===== src/rtl/multiplier_datapath.sv =====
// Shift-and-add multiplier datapath. Holds the multiplicand and a 2*WIDTH
// accumulator whose upper half is the running partial sum and whose lower
// half holds the multiplier bits not yet consumed. Each shift step retires
// one multiplier bit. In two's-complement mode the final step subtracts,
// because the multiplier MSB carries negative weight.
module multiplier_datapath #(
  parameter int WIDTH  = 8,
  parameter bit SIGNED = 1'b0
) (
  input  logic                         clock,
  input  logic                         n_reset,
  input  logic [WIDTH-1:0]             multiplicand,
  input  logic [WIDTH-1:0]             multiplier,
  input  logic                         datapath_do_init,
  input  logic                         datapath_do_shift,
  output logic [2*WIDTH-1:0]           product,
  output logic [$clog2(WIDTH+1)-1:0]   step_count
);

  localparam int             CW        = $clog2(WIDTH + 1);
  localparam logic [CW-1:0]  LAST_STEP = CW'(WIDTH - 1);
  localparam logic [CW-1:0]  ALL_DONE  = CW'(WIDTH);

  logic [WIDTH-1:0]   mcand;
  logic [2*WIDTH-1:0] acc;

  logic [WIDTH:0] upper_ext;
  logic [WIDTH:0] addend_ext;
  logic [WIDTH:0] sum;
  logic           final_sub;

  // One add/subtract step: extend partial sum and selected addend, then combine.
  always_comb begin
    // NOTE: every always_comb output gets a default first so no path can infer a latch.
    upper_ext  = '0;
    addend_ext = '0;
    final_sub  = 1'b0;
    if (SIGNED) begin
      upper_ext = {acc[2*WIDTH-1], acc[2*WIDTH-1:WIDTH]};
      if (acc[0]) addend_ext = {mcand[WIDTH-1], mcand};
      final_sub = (step_count == LAST_STEP);
    end else begin
      upper_ext = {1'b0, acc[2*WIDTH-1:WIDTH]};
      if (acc[0]) addend_ext = {1'b0, mcand};
    end
    sum = final_sub ? (upper_ext - addend_ext) : (upper_ext + addend_ext);
  end

  // Operand load, accumulate-and-shift, and step counting; init beats shift.
  always_ff @(posedge clock or negedge n_reset) begin
    // NOTE: sequential state uses non-blocking assignments so all registers update together.
    if (!n_reset) begin
      mcand      <= '0;
      acc        <= '0;
      step_count <= '0;
    end else if (datapath_do_init) begin
      mcand      <= multiplicand;
      acc        <= {{WIDTH{1'b0}}, multiplier};
      step_count <= '0;
    end else if (datapath_do_shift && (step_count < ALL_DONE)) begin
      acc        <= {sum, acc[WIDTH-1:1]};
      step_count <= step_count + CW'(1);
    end
  end

  assign product = acc;

endmodule

===== config.mk =====
export PLATFORM = sky130hd
export DESIGN_NAME = multiplier_datapath
export DESIGN_NICKNAME = d
export VERILOG_FILES = /design/src/rtl/multiplier_datapath.sv
export SDC_FILE = /design/constraint.sdc
export NUM_CORES = 1
export LEC_CHECK = 0
export CORE_MARGIN = 8
export CORE_UTILIZATION = 45
export DETAILED_ROUTE_END_ITERATION = 16
export GPL_ROUTABILITY_DRIVEN = 0
export PLACE_DENSITY = 0.75
export SETUP_SLACK_MARGIN = 0.4
export SYNTH_ARGS = -nofsm -noshare
export SYNTH_HDL_FRONTEND = slang
export SYNTH_SLANG_ARGS = --single-unit

===== constraint.sdc =====
create_clock -name clock -period 2.6 [get_ports clock]
set_clock_uncertainty 0.15 [all_clocks]
set_input_delay 0.52 -clock clock [delete_from_list [all_inputs] [get_ports clock]]
set_output_delay 0.52 -clock clock [all_outputs]
set_load 0.01 [all_outputs]

; ---- Yosys cells after proc, flatten, opt, wreduce, memory -nomap -nowiden
; Index checks and enable logic that the tools add are counted.
[classes]
add_sub_neg = 2
reduce_logical = 2
order_cmp = 1
muxes = 5
[ops]
columns = op, n
row1 = $mux W16, 2
row2 = $add A8 B9 Y9, 1
row3 = $mux W4, 2
row4 = $mux W8, 1
row5 = $add A4 B1 Y4 const B, 1
row6 = $lt A4 B4 Y1 const B, 1
row7 = $reduce_bool A2 Y1, 1
row8 = $logic_and A1 B1 Y1, 1
[totals]
output_inout_bits = 20
wordCells = 13
register_bits = 28

; ---- Longest topological paths before layout
[depth]
depth_word = 4
ltp_mapped = 7
ltp_nobuf = 7

; ---- Least setup slack after synthesis
; Ideal clock, no wire load.
[synth_path]
path_type = register to register
start = register acc[0] (netlist: product[0])
end = register acc[11] (netlist: product[11])
t_arrival_ns = 1.804
setup_slack_ns = 0.522
period_less_slack_ns = 2.078
path_buffers = 0
path_stages_with_launch = 8
setup_time_ns = 0.124
path_cell_list = dfrtp_1 -> and2_1 -> ha_1 -> fa_1 -> a21o_1 -> a21oi_1 -> nor4_1 -> a211o_1
[synth_via]
elab_chain_len = 4
[synth_rtl]
columns = item, line_no
row1 = from (decl), 25  ; logic [2*WIDTH-1:0] acc;
row2 = from (signal assigned), 58  ; acc <= {{WIDTH{1'b0}}, multiplier};
row3 = from (signal assigned), 61  ; acc <= {sum, acc[WIDTH-1:1]};
row4 = $mux W8, 44  ; if (acc[0]) addend_ext = {1'b0, mcand};
row5 = $add A8 B9 Y9, 46  ; sum = final_sub ? (upper_ext - addend_ext) : (upper_ext + addend_ext);
row6 = $mux W16, 60  ; end else if (datapath_do_shift && (step_count < ALL_DONE)) begin
row7 = $mux W16, 56  ; end else if (datapath_do_init) begin
; No other way between the ends. The select of a mux whose other input is x is not followed.
; A chain may end at the register's enable or synchronous reset.

; ---- Final worst setup path
[layout_path]
start = register acc[0] (netlist: product[0])
end = register acc[13] (netlist: product[13])
; Same word-level chain as after synthesis.

==> impl_metrics.yaml <==
floorplanning:
  die_area_mm2: 0.00558
  placementRows: 21
  start_util_pct: 46.5
  core_area_mm2: 0.00334
  die_h_um: 74.7
  floorplan.io_pins: 40
  dieWidth_um: 74.7
layout:
  fin_area_mm2: 0.00209
  layout.core_utilization_pct: 62.6
  relative_area_change_from_synthesis_to_final_layout_pct: 34.6
  finish.net_count: 223
  antenna_cells: 0
  drive_above_1_share_pct: 13.5
worst_setup_path:
  setup.worst_path.end_class: "flop"
  cp.required_ps: 2730
  cpLargestDelayFamily: "simple AND/OR/NAND/NOR gates"
  timing.critical_path.buf_inv: 1
  cp_max_fo: 6
  cpMaxStageDelayCell: "sky130_fd_sc_hd__dfrtp_2"
  longest_individual_stage_delay_on_the_worst_path_ps: 460
  critPathKind: "reg -> reg"
  cp_data_arrival_time_ps: 2260
  crit_path_cell_trace: "clkbuf_2, and2_1, ha_2, a21oi_1, o211a_1, or4_1, nand3_1"
  critical_path.startpoint_type: "flop"
synthesis:
  syn_area_per_cell_um2: 10.4
  synth-edff-count: 0
  post_synthesis_cell_type_count: 36
  synthesis.yosys.warnings: 0
  yosysTopAreaCellShare_pct: 45.2
  synthesized_cell_area_mm2: 0.00155
  netlist_top_cells_area: "sky130_fd_sc_hd__dfrtp_1, sky130_fd_sc_hd__ha_1, sky130_fd_sc_hd__mux2_2"
  synth_seq_cells: 28
  post_synth_inst_count: 149
  yosys.area.top_type: "sky130_fd_sc_hd__dfrtp_1"
  yosys-top-cells-count: "sky130_fd_sc_hd__dfrtp_1, sky130_fd_sc_hd__nand2_1, sky130_fd_sc_hd__a21oi_1"
  synth.most_common_cell: "sky130_fd_sc_hd__dfrtp_1"
  yosysSeqAreaShare_pct: 45.2
  mappedNetlistNets: 179
  ys_async_sr_fraction_pct: 100
  synth_flop_cell: "sky130_fd_sc_hd__dfrtp_1"
clock_network:
  cts_buffers: 3
  clock_latency_ps: 330
  clockRootBuffer: "sky130_fd_sc_hd__clkbuf_4"
  worst_setup_hold_path_clk_slew_ps: 150
  holdBufCountCts: 0
  cts_num_sinks: 28
  clk_path_buf_depth: 2
  cts_tree: "yes"
  cts_htree_levels: 1
power:
  switching_power_uw: 281
  power.switching_fraction_pct: 26.6
  power_frac_comb_pct: 25.5
  cellInternalPower_uw: 777
  power.share.clock_pct: 26.8
  power_frac_seq_pct: 47.7
  max-vdd-ir-drop_v: 0.000349
  power.static_leakage_nw: 0.939
  cellPowerDensity_mw_per_mm2: 507
sta:
  setup-violations-final: 0
  timing.setup.tns_ps: 0
  tightest_slew_ps: 544
  minimum_clock_period_ps: 2130
  max_freq_ghz: 0.470
  relSlewSlack_pct: 63.6
  layout_worst_path_cycle_share_pct: 81.8
  maxSlewViolCount: 0
  report.final.hold_viol_count: 0
  rsz0062_at_grt: "true"
routing:
  drt-pass1-iter-count: 4
  drtAntennaViolNets: 0
  detail_route.wirelength_mm: 3.52
  drtIter0Drc: 89
  residual_drc_count: 0
  via_count_normalized_by_instance_count: 5.27
  post_drt_wl_per_cell_um: 14.8
  num_vias: 1254
grt:
  first_pass_grt_wire_length_mm: 5.88
  via_count_of_the_first_global_routing_pass: 1244
  grt_antenna_before_repair: 0
  largest_net_degree_at_the_start_of_global_routing: 29
  grt.overflow.total: 0
  grt_use_total_pct: 13.5
placement:
  detailed_place_hpwl_mm: 2.68
  place.port_buffers: 39
  post_dp_cell_area_mm2: 0.00201
job:
  cap_viol_max_count: 0
worst_hold_path:
  hp-class: "reg -> reg"
run_status:
  status: "completed"
layer usage:
metal,vias to the layer above,part of all wire (%),track usage (%)
met1,604,43,17.0
met5,-,0,0
met4,0,1.1,4.57
met3,4,4.6,2.13
met2,32,51,22.7
li1,614,-,-
sequential cells by signal (all words and copies together), names as in the netlist:
name        flops
product        16
mcand           8
step_count      4
final timing paths:
path	slack, ps	depth (start not counted)	endpoint	from
max in group asynchronous	1630	2	product[0]$_DFFE_PN0P_	n_reset
min reg2reg	380	1	mcand[5]$_DFFE_PN0P_	mcand[5]$_DFFE_PN0P_
max	470	7	product[13]$_DFFE_PN0P_	product[0]$_DFFE_PN0P_
min in group asynchronous	390	2	product[12]$_DFFE_PN0P_	n_reset
max reg2reg	470	7	product[13]$_DFFE_PN0P_	product[0]$_DFFE_PN0P_
min	380	1	mcand[5]$_DFFE_PN0P_	mcand[5]$_DFFE_PN0P_
logic make-up (layout without fill, tap and decap cells):
| family | after synthesis | count (layout) | share of synthesized area, % |
|---|---|---|---|
| mux | 18 | 18 | 12.3 |
| fa+ha+maj | 10 | 10 | 8.55 |
| compound gates | 30 | 30 | 12.1 |
| simple gates | 50 | 50 | 16.6 |
| flops | 28 | 28 | 45.2 |
| xor+xnor | 5 | 5 | 2.82 |
| buf+inv | 8 | 51 | 2.42 |
area by class of cell:
type / instances / area [µm²]
inverter: 1 / 3.75
sequential: 28 / 702
fill: 285 / 1250
clock inverter: 1 / 30.0
multi-input combinational: 113 / 832
clock buffer: 3 / 22.5
tap: 46 / 57.6
timing repair buffer: 46 / 440
stage by stage:
stage | hold slack (ps) | power, mW | instances | setup slack [ps]
global route | 393 | 1.12 | 238 | 353
CTS | 380 | 1.07 | 237 | 400
finish | 380 | 1.06 | 238 | 472
global placement | 333 | 0.767 | 233 | 411
floorplan | 74.4 | 0.648 | 149 | 522
detailed placement | 346 | 0.777 | 233 | 356
layout by cell type (no fill, tap or decap), types with 8 or more instances in the layout:
| master | netlist | final |
|---|---|---|
| sky130_fd_sc_hd__dfrtp_1 | 28 | 27 |
| sky130_fd_sc_hd__nand2_1 | 16 | 16 |
| sky130_fd_sc_hd__o21ai_0 | 8 | 8 |
| sky130_fd_sc_hd__clkdlybuf4s50_1 | 0 | 39 |
| sky130_fd_sc_hd__ha_1 | 9 | 8 |
| sky130_fd_sc_hd__nor2_1 | 8 | 8 |
| sky130_fd_sc_hd__and2_1 | 8 | 8 |
| sky130_fd_sc_hd__mux2_2 | 9 | 9 |
| sky130_fd_sc_hd__mux2i_1 | 9 | 9 |
| sky130_fd_sc_hd__a21oi_1 | 11 | 9 |
power groups by stage:
| stage | logic [mW] | clock network [mW] | registers, mW |
|---|---|---|---|
| finish | 0.270 | 0.283 | 0.505 |
| global route | 0.300 | 0.314 | 0.510 |
| CTS | 0.264 | 0.295 | 0.506 |
| detailed placement | 0.263 | 0 | 0.515 |
| global placement | 0.256 | 0 | 0.511 |
| floorplan | 0.129 | 0 | 0.519 |
what timing repair did:
item | CTS | global route
resized for setup | 1 | 5
setup buffers | 0 | 1
endpoints found under the setup margin | 2 | 2
pin swaps | 0 | 1
hold endpoints to repair | 0 | 0
No activity file was read; power rests on OpenSTA's default activity.
